## config.mk

```make
export PLATFORM = sky130hd
export DESIGN_NAME = pixel_loader
export DESIGN_NICKNAME = d
export VERILOG_FILES = /design/src/rtl/pixel_loader.sv
export SDC_FILE = /design/constraint.sdc
export NUM_CORES = 1
export LEC_CHECK = 0
export ABC_AREA = 1
export CAP_MARGIN = 20
export CORE_ASPECT_RATIO = 0.9
export CORE_MARGIN = 2
export CORE_UTILIZATION = 45
export CTS_CLUSTER_SIZE = 25
export DETAILED_ROUTE_END_ITERATION = 7
export PLACE_DENSITY = 0.76
export SYNTH_ARGS = -nofsm -noshare
export SYNTH_HDL_FRONTEND = slang
export SYNTH_SLANG_ARGS = --single-unit
```

## constraint.sdc

```tcl
create_clock -name clk -period 3.06 [get_ports clk]
set_clock_uncertainty 0.15 [all_clocks]
set_input_delay 0.612 -clock clk [delete_from_list [all_inputs] [get_ports clk]]
set_output_delay 0.612 -clock clk [all_outputs]
set_load 0.005 [all_outputs]
```

## src/rtl/pixel_loader.sv

```systemverilog
// pixel_loader: accepts one RGB_SIZE-bit pixel frame from the byte stream after a start
// strobe and writes it row-major into the frame SRAM with (x, y) tracking.
// When INGEST_CHECKSUM_EN is defined, a 16-bit additive checksum of the frame is kept.
// When it is undefined, checksum is tied to zero.
module pixel_loader #(
  parameter int unsigned IMAGEX           = 16,
  parameter int unsigned IMAGEY           = 16,
  parameter int unsigned IMAGE_SIZE       = IMAGEX * IMAGEY,
  parameter int unsigned IMAGEXlog2       = $clog2(IMAGEX),
  parameter int unsigned IMAGEYlog2       = $clog2(IMAGEY),
  parameter int unsigned IMAGE_ADDR_WIDTH = $clog2(IMAGE_SIZE),
  parameter int unsigned RGB_SIZE         = 8
) (
  input  logic                        clk,
  input  logic                        reset_n,
  input  logic                        start,
  input  logic                        dither_busy,
  input  logic [RGB_SIZE-1:0]         pixel_in,
  input  logic                        pixel_valid,
  output logic                        ready,
  output logic                        busy,
  output logic                        sram_we,
  output logic [IMAGE_ADDR_WIDTH-1:0] sram_addr,
  output logic [RGB_SIZE-1:0]         sram_wdata,
  output logic [IMAGEXlog2-1:0]       x,
  output logic [IMAGEYlog2-1:0]       y,
  output logic                        load_done,
  output logic [15:0]                 checksum
);

  localparam int unsigned CNT_W = IMAGE_ADDR_WIDTH + 1;

  typedef enum logic {
    IDLE = 1'b0,
    LOAD = 1'b1
  } state_t;

  state_t                      state_q, state_d;
  logic [CNT_W-1:0]            cnt_q, cnt_d;
  logic [IMAGEXlog2-1:0]       col_q, col_d;
  logic [IMAGEYlog2-1:0]       row_q, row_d;
  logic                        ready_q, ready_d;
  logic                        busy_q, busy_d;
  logic                        sram_we_q, sram_we_d;
  logic [IMAGE_ADDR_WIDTH-1:0] sram_addr_q, sram_addr_d;
  logic [RGB_SIZE-1:0]         sram_wdata_q, sram_wdata_d;
  logic [IMAGEXlog2-1:0]       x_q, x_d;
  logic [IMAGEYlog2-1:0]       y_q, y_d;
  logic                        load_done_q, load_done_d;
`ifdef INGEST_CHECKSUM_EN
  logic [15:0]                 checksum_q, checksum_d;
`endif

  // Next-state, write-path and coordinate logic
  always_comb begin
    state_d      = state_q;
    cnt_d        = cnt_q;
    col_d        = col_q;
    row_d        = row_q;
    sram_we_d    = 1'b0;
    sram_addr_d  = sram_addr_q;
    sram_wdata_d = sram_wdata_q;
    x_d          = x_q;
    y_d          = y_q;
    load_done_d  = 1'b0;
`ifdef INGEST_CHECKSUM_EN
    checksum_d   = checksum_q;
`endif

    case (state_q)
      IDLE: begin
        if (start && !dither_busy) begin
          state_d = LOAD;
          cnt_d   = '0;
          col_d   = '0;
          row_d   = '0;
          x_d     = '0;
          y_d     = '0;
`ifdef INGEST_CHECKSUM_EN
          checksum_d = '0;
`endif
        end
      end
      LOAD: begin
        if (pixel_valid) begin
          sram_we_d    = 1'b1;
          sram_addr_d  = cnt_q[IMAGE_ADDR_WIDTH-1:0];
          sram_wdata_d = pixel_in;
          x_d          = col_q;
          y_d          = row_q;
          cnt_d        = cnt_q + CNT_W'(1);
`ifdef INGEST_CHECKSUM_EN
          checksum_d   = checksum_q + 16'(pixel_in);
`endif
          if (cnt_q == CNT_W'(IMAGE_SIZE - 1)) begin
            // Final pixel: finish the frame; the position counters are not advanced.
            state_d     = IDLE;
            load_done_d = 1'b1;
          end else if (col_q == IMAGEXlog2'(IMAGEX - 1)) begin
            col_d = '0;
            row_d = row_q + IMAGEYlog2'(1);
          end else begin
            col_d = col_q + IMAGEXlog2'(1);
          end
        end
      end
      default: state_d = IDLE;
    endcase

    ready_d = (state_d == LOAD);
    busy_d  = (state_d == LOAD);
  end

  // State and registered outputs
  always_ff @(posedge clk or negedge reset_n) begin
    if (!reset_n) begin
      state_q      <= IDLE;
      cnt_q        <= '0;
      col_q        <= '0;
      row_q        <= '0;
      ready_q      <= 1'b0;
      busy_q       <= 1'b0;
      sram_we_q    <= 1'b0;
      sram_addr_q  <= '0;
      sram_wdata_q <= '0;
      x_q          <= '0;
      y_q          <= '0;
      load_done_q  <= 1'b0;
    end else begin
      state_q      <= state_d;
      cnt_q        <= cnt_d;
      col_q        <= col_d;
      row_q        <= row_d;
      ready_q      <= ready_d;
      busy_q       <= busy_d;
      sram_we_q    <= sram_we_d;
      sram_addr_q  <= sram_addr_d;
      sram_wdata_q <= sram_wdata_d;
      x_q          <= x_d;
      y_q          <= y_d;
      load_done_q  <= load_done_d;
    end
  end

`ifdef INGEST_CHECKSUM_EN
  // Frame checksum register
  always_ff @(posedge clk or negedge reset_n) begin
    if (!reset_n) checksum_q <= '0;
    else          checksum_q <= checksum_d;
  end
  assign checksum = checksum_q;
`else
  assign checksum = 16'h0000;
`endif

  assign ready      = ready_q;
  assign busy       = busy_q;
  assign sram_we    = sram_we_q;
  assign sram_addr  = sram_addr_q;
  assign sram_wdata = sram_wdata_q;
  assign x          = x_q;
  assign y          = y_q;
  assign load_done  = load_done_q;

endmodule

```

### After elaboration in Yosys (flattened, before gate mapping)

Index checks and enable logic that the tools add are counted.

* bitwise operators: 1
* reduce and logical (&&, ||, !) cells: 6
* add/sub/neg operators: 3
* equal/unequal tests: 6
* muxes and demuxes: 25

Operators by type and width (count)
* 4-bit two-way mux: 9
* 4-bit one-hot mux with 2 select lines: 4
* 9-bit two-way mux: 2
* 9-bit one-hot mux with 2 select lines: 1
* 9-bit by 1-bit adder with 9-bit output (second input constant): 1
* 9-bit by 8-bit == test with 1-bit output (second input constant): 1
* 4-bit by 1-bit adder with 4-bit output (second input constant): 2
* 1-bit two-way mux: 8
* 2-bit inequality test (second input constant): 3
* 4-bit == test (second input constant): 1
* 2-bit AND reduction: 2
* 4-bit AND reduction: 1
* 3-bit AND reduction: 1
* 2-bit by 1-bit inequality test with 1-bit output (second input constant): 1
* 1-bit one-hot mux with 2 select lines: 1
* 1-bit logical AND: 1
* 1-bit zero test: 1
* 1-bit NOT: 1

* register bits after elaboration: 44
* bits of input ports: 13
* logic and storage cells: 51

### Longest topological paths before layout

Gate-level depths: netlist of the first run.

* depth in word-level cells: 5
* gate-level depth with buffers: 12
* depth with buffers taken out: 12

### Worst setup path after synthesis of the first run

OpenSTA, ideal clock, no wires.

* path kind: register -> register
* start point: reg cnt_q[0]
* end point: reg row_q[3]
* setup time: 119 ps
* stages on the path, launching flop included: 13
* data arrival time: 1554 ps
* setup slack: 1237 ps
* required time: 2791 ps
* cells stage by stage: dfrtp_1 > ha_1 > nand2_1 > inv_1 > nand3_1 > nor2_1 > ha_1 > clkinv_1 > nand3_1 > nand2_4 > nand2_4 > nand2_1 > o21ai_2

* longest elaborated chain between the ends: 3

RTL lines
* start: declaration: RTL line 39 `logic [CNT_W-1:0] cnt_q, cnt_d;`
* start signal: assignment: RTL line 131 `cnt_q <= cnt_d;`
* 9-bit by 8-bit == test with 1-bit output: RTL line 95 `if (cnt_q == CNT_W'(IMAGE_SIZE - 1)) begin`
* 2-bit inequality test (no source line)
* 4-bit AND reduction (no source line)
* end signal: assignment: RTL line 133 `row_q <= row_d;`
* end: declaration: RTL line 41 `logic [IMAGEYlog2-1:0] row_q, row_d;`

Every way passes these cells.
A chain may end at the register's enable or synchronous reset.

==> results of run 1 <==
## final timing paths
path	start	endpoint	slack, ns	cells past startpoint
worst max-delay path	busy	ready	0.77	1
worst min-delay path	reset_n	cnt_q[2]	0.30	1
worst max register to register	cnt_q[1]	col_q[3]	0.97	12
worst min register to register	sram_wdata[7]	sram_wdata[7]	0.33	2
max in group asynchronous	reset_n	sram_wdata[1]	1.89	1
min in group clk	sram_wdata[7]	sram_wdata[7]	0.33	2
## per-stage QoR
step	util [%]	instance area, sq um	power, uW	hold WS (ns)
after detailed placement	54.9	2430	1340	0.316
final	57.0	2520	1690	0.300
after global placement	54.9	2430	1310	0.311
after global routing	57.0	2520	1810	0.365
after CTS	57.0	2520	1710	0.334
after floorplan	-	2120	1110	0.166
## synthesized netlist by cell type (all sizes together)
| library cell | n | area share [%] |
|---|---|---|
| nand2 | 80 | 16 |
| dfrtp | 44 | 53 |
| buf | 22 | 7.8 |
| inv | 21 | 3.9 |
| o21ai | 20 | 5.6 |
| nor2 | 15 | 2.7 |
| nand3 | 10 | 3.0 |
| a21oi | 7 | 1.7 |
| ha | 4 | 2.4 |
| nand4 | 3 | 0.91 |
| o22ai | 3 | 0.91 |
| a21boi | 1 | 0.36 |
| a22oi | 1 | 0.36 |
| clkbuf | 1 | 0.18 |
| clkinv | 1 | 0.18 |
| conb | 1 | 0.18 |
| o21bai | 1 | 0.36 |
| or2 | 1 | 0.30 |
## sequential cells by signal (all words and copies together), names as in the netlist
register	cells
sram_addr	8
load_done	1
y	4
sram_we	1
busy	1
row_q	4
x	4
cnt_q	9
col_q	4
sram_wdata	8
## logic make-up after synthesis
logic type / Yosys count / synth area share (%)
compound gates: 33 / 9.28
buf+inv: 45 / 12.1
flops: 44 / 53.4
simple gates: 109 / 22.6
fa+ha+maj: 4 / 2.43
other cells: 1 / 0.182
## area by class of cell
cell class | instances | area share, %
sequential | 44 | 43.6
inverter | 22 | 3.37
clock buffer | 8 | 3.57
tap | 62 | 3.07
timing repair buffer | 41 | 16.0
multi-input combinational | 162 | 30.4
## power by group
group	internal (uW)	switching [uW]	total [uW]
sequential	726	120	846
clock	184	181	365
combinational	249	226	474
## layer usage
metal	global-route usage [%]	up-vias
met3	4.42	8
met1	18.8	749
met5	0	-
li1	-	790
met4	8.55	0
met2	28.3	41
==> results_dict.tcl, run 1 <==
set metrics [dict create \
    cts_tree "done" \
    cp_slowest_stage_delay_ns 0.62 \
    root_buffer "clkbuf_8" \
    insertion_delay_ns 0.30 \
    grt_first_pass_wirelength_um 6310 \
    multiInputGateArea_sq_um 768 \
    ys_seq_elements 44 \
    drc_errors 0 \
    vias_per_cell 4.68 \
    final.min_clock_period_ns 2.29 \
    fmax_ghz 0.438 \
    nNetsFinal 293 \
    setup.worst_path.start_class "register" \
    core_area_sq_um 4430 \
    powerDensity_nw_per_um2 668 \
    postCtsSetupRepairBufs 0 \
    cts.sinks 44 \
    ant_nets 0 \
    irDropWorstVdd_uv 245 \
    clockBufferDepth 2 \
    place.gp.congestion 0.801 \
    arrival_ns 1.52 \
    critical_path_class "register to output pin" \
    preCtsSetupSlack_ns 0.966 \
    tightest_slew_ns 0.931 \
    dieArea_sq_um 5140 \
    crit_family "flip-flops" \
    slew_headroom_pct 38.0 \
    ios 57 \
    path_cells "clkdlybuf4s50_1" \
    layout_commonest_cell "nand2_1" \
    setup.worst_path.end_class "output pin" \
    worst_ep_required_time_ns 2.30 \
    maxCapViolCount 0 \
    first_global_vias 1467 \
    crit_buf_inv 1 \
    die_w_um 75.4 \
    dr_wl_met2_um 1910 \
    leakage_uw 0.00126 \
    area_growth_pct 22.4 \
    m1WireLength_um 1720 \
    setup_tns_ns 0 \
    slew_violations 0 \
    crit_slowest_cell "dfrtp_1" \
    fin_cells 339 \
    highest_layer "met4" \
    overflow 0 \
    routed_wl_um 3920 \
    syn_area_sq_um 2060 \
    grt_start_max_net_pins 45 \
    yosysSeqAreaShare_pct 53.4 \
    syn_area_per_cell_sq_um 8.74 \
    layout_worst_path_cycle_share_pct 74.7 \
    die_h_um 68.2 \
    io_buffers 40 \
    dr_wl_met3_um 218 \
    fin_ws_ns 0.775 \
    dpl.cell_count 331 \
    hold_buffers 0 \
    cts_resized 0 \
    n_antenna_cell 0 \
    drive_gt1_share_pct 7.22 \
    drtIter0Drc 109 \
    gr-usage-all-layers_pct 16.5 \
    rows 23 \
    status "complete, no violations" \
    setup_viol 0 \
    dpl.hpwl_um 2850 \
    clk_pin_slew_worst_paths_ns 0.07 \
    path_max_fanout 13 \
    layout_common_cells "77 x nand2_1, 44 x dfrtp_1, 39 x clkdlybuf4s50_1, 18 x inv_1, 16 x conb_1" \
    htree_levels 2 \
    num_vias 1588 \
    ys_warn_count 0 \
    cts-buffers-inserted 5 \
    yosysUniqueCellTypes 26 \
    drt_pass1_iterations 4 \
    seqCellArea_sq_um 1100 \
    netlist_instances 236 \
    post_drt_wl_per_cell_um 11.6 \
    hold_path.class "input pin to asynchronous set/reset pin" \
    grt_setup_unrepaired "no" \
    antenna_found_initial 0 \
    hold_viol_final 0 \
    final.fill_count 432 \
    initial_core_util_pct 46.6 \
]
Power figures use the tool's default switching activity.
==> run 2, diff against run 1 <==
- clock period: 3.06 -> 2.22 ns (I/O delays scaled with it)
==> results_dict.tcl, run 2 (synthesis results as in run 1) <==
set metrics [dict create \
    status "complete, no violations" \
    p_total_uw 2350 \
    routed_wl_um 3840 \
    drtIter0Drc 77 \
    slew_headroom_pct 53.3 \
    cts.sinks 44 \
    rows 23 \
    largest_reg_flops 9 \
    crit_slowest_cell "dfrtp_1" \
    setup_tns_ns 0 \
    hold_viol_final 0 \
    clk_pin_slew_worst_paths_ns 0.08 \
    htree_levels 2 \
    path_cells "ha_1, nand2_1, inv_1, nand3_1, nor2_1, ha_1, clkinv_1, nand3_2, nand2_4, nand2_4, nand2_1, nor2_1" \
    place.gp.congestion 0.859 \
    grt_first_pass_wirelength_um 6290 \
    clockBufferDepth 2 \
    antenna_found_initial 0 \
    post_drt_wl_per_cell_um 11.1 \
    initial_core_util_pct 46.6 \
    num_vias 1628 \
    slew_violations 0 \
    ant_nets 0 \
    insertion_delay_ns 0.29 \
    irDropWorstVdd_uv 451 \
    leakage_uw 0.00130 \
    place_area_sq_um 2470 \
    final.fill_count 424 \
    powerDensity_nw_per_um2 909 \
    nNetsFinal 300 \
    hold_path.class "input pin to asynchronous set/reset pin" \
    layout_commonest_cell "nand2_1" \
    die_w_um 75.4 \
    cp_slowest_stage_delay_ns 0.40 \
    cts-buffers-inserted 5 \
    io_buffers 40 \
    multiInputGateArea_sq_um 773 \
    tightest_slew_ns 0.701 \
    hold_buffers 0 \
    final.min_clock_period_ns 1.98 \
    grt_setup_unrepaired "no" \
    drc_errors 0 \
    drt_pass1_iterations 4 \
    ios 57 \
    seqCellArea_sq_um 1100 \
    grt_start_max_net_pins 34 \
    vias_per_cell 4.71 \
    area_growth_pct 25.2 \
    layout_common_cells "77 x nand2_1, 44 x dfrtp_1, 39 x clkdlybuf4s50_1, 18 x inv_1, 16 x conb_1" \
    setup.worst_path.end_class "register" \
    layout_worst_path_cycle_share_pct 89.4 \
    die_h_um 68.2 \
    path_max_fanout 9 \
    first_global_vias 1428 \
    dieArea_sq_um 5140 \
    overflow 0 \
    drive_gt1_share_pct 9.86 \
    critical_path_class "register to register" \
    root_buffer "clkbuf_8" \
    n_antenna_cell 0 \
    cts_tree "done" \
    dpl.hpwl_um 2860 \
    largest-register "cnt_q" \
    core_area_sq_um 4430 \
    fmax_ghz 0.504 \
    maxCapViolCount 0 \
    arrival_ns 2.06 \
    setup_viol 0 \
    stdcell_area_sq_um 2580 \
    setup.worst_path.start_class "register" \
    worst_ep_required_time_ns 2.30 \
    gr-usage-all-layers_pct 16.1 \
]
==> run 2: where the power goes <==
| part | total (uW) | switching, uW | leakage [uW] | internal (uW) |
|---|---|---|---|---|
| clock network | 501 | 247 | 0.0000455 | 254 |
| logic | 692 | 324 | 0.000694 | 369 |
| registers | 1150 | 153 | 0.000556 | 1000 |
| total | 2350 | 724 | 0.00130 | 1620 |
==> run 2: routing by layer <==
metal / GRT usage [%] / part of all wire, %
met1: 20.5 / 46
met2: 25.5 / 47
met3: 5.15 / 6.1
met4: 6.14 / 1.4
met5: 0 / 0
==> run 2: area by class of cell <==
type / count / share of cell area (%)
clock buffer: 8 / 3.49
timing repair buffer: 48 / 17.6
inverter: 22 / 3.29
tap: 62 / 3.00
sequential: 44 / 42.6
multi-input combinational: 162 / 29.9
==> run 2: critical path: cells and delay by family, from the launching register on <==
| family | cells | cell delay [ns] |
|---|---|---|
| and+or+nand+nor | 8 | 0.81 |
| DFF | 1 | 0.40 |
| adders and majority gates | 2 | 0.33 |
| buffers and inverters | 2 | 0.22 |
==> run 2: per-stage QoR <==
step	worst slack, ns	util [%]	std cells	hold WS, ns
after floorplan	0.397	-	251	-0.00159
after global placement	0.309	55.8	336	0.307
after detailed placement	0.208	55.8	336	0.314
after CTS	0.181	57.8	344	0.0638
after global routing	0.0434	58.3	346	0.0983
final	0.236	58.3	346	0.0407
==> run 2: path summary, 6_finish.rpt <==
| path | to | cells past startpoint | slack (ns) | startpoint |
|---|---|---|---|---|
| worst max-delay path | col_q[3] | 12 | 0.24 | cnt_q[0] |
| worst min-delay path | cnt_q[2] | 1 | 0.04 | reset_n |
| worst max register to register | col_q[3] | 12 | 0.24 | cnt_q[0] |
| worst min register to register | sram_wdata[1] | 2 | 0.33 | sram_wdata[1] |
| max in group asynchronous | sram_wdata[4] | 2 | 1.29 | reset_n |
| min in group clk | sram_wdata[1] | 2 | 0.33 | sram_wdata[1] |
==> run 2: what timing repair did <==
| action | CTS | global route |
|---|---|---|
| gates resized for setup | 0 | 1 |
| hold endpoints to repair | 0 | 0 |
| setup buffers | 0 | 2 |
| endpoints found under the setup margin | 0 | 2 |
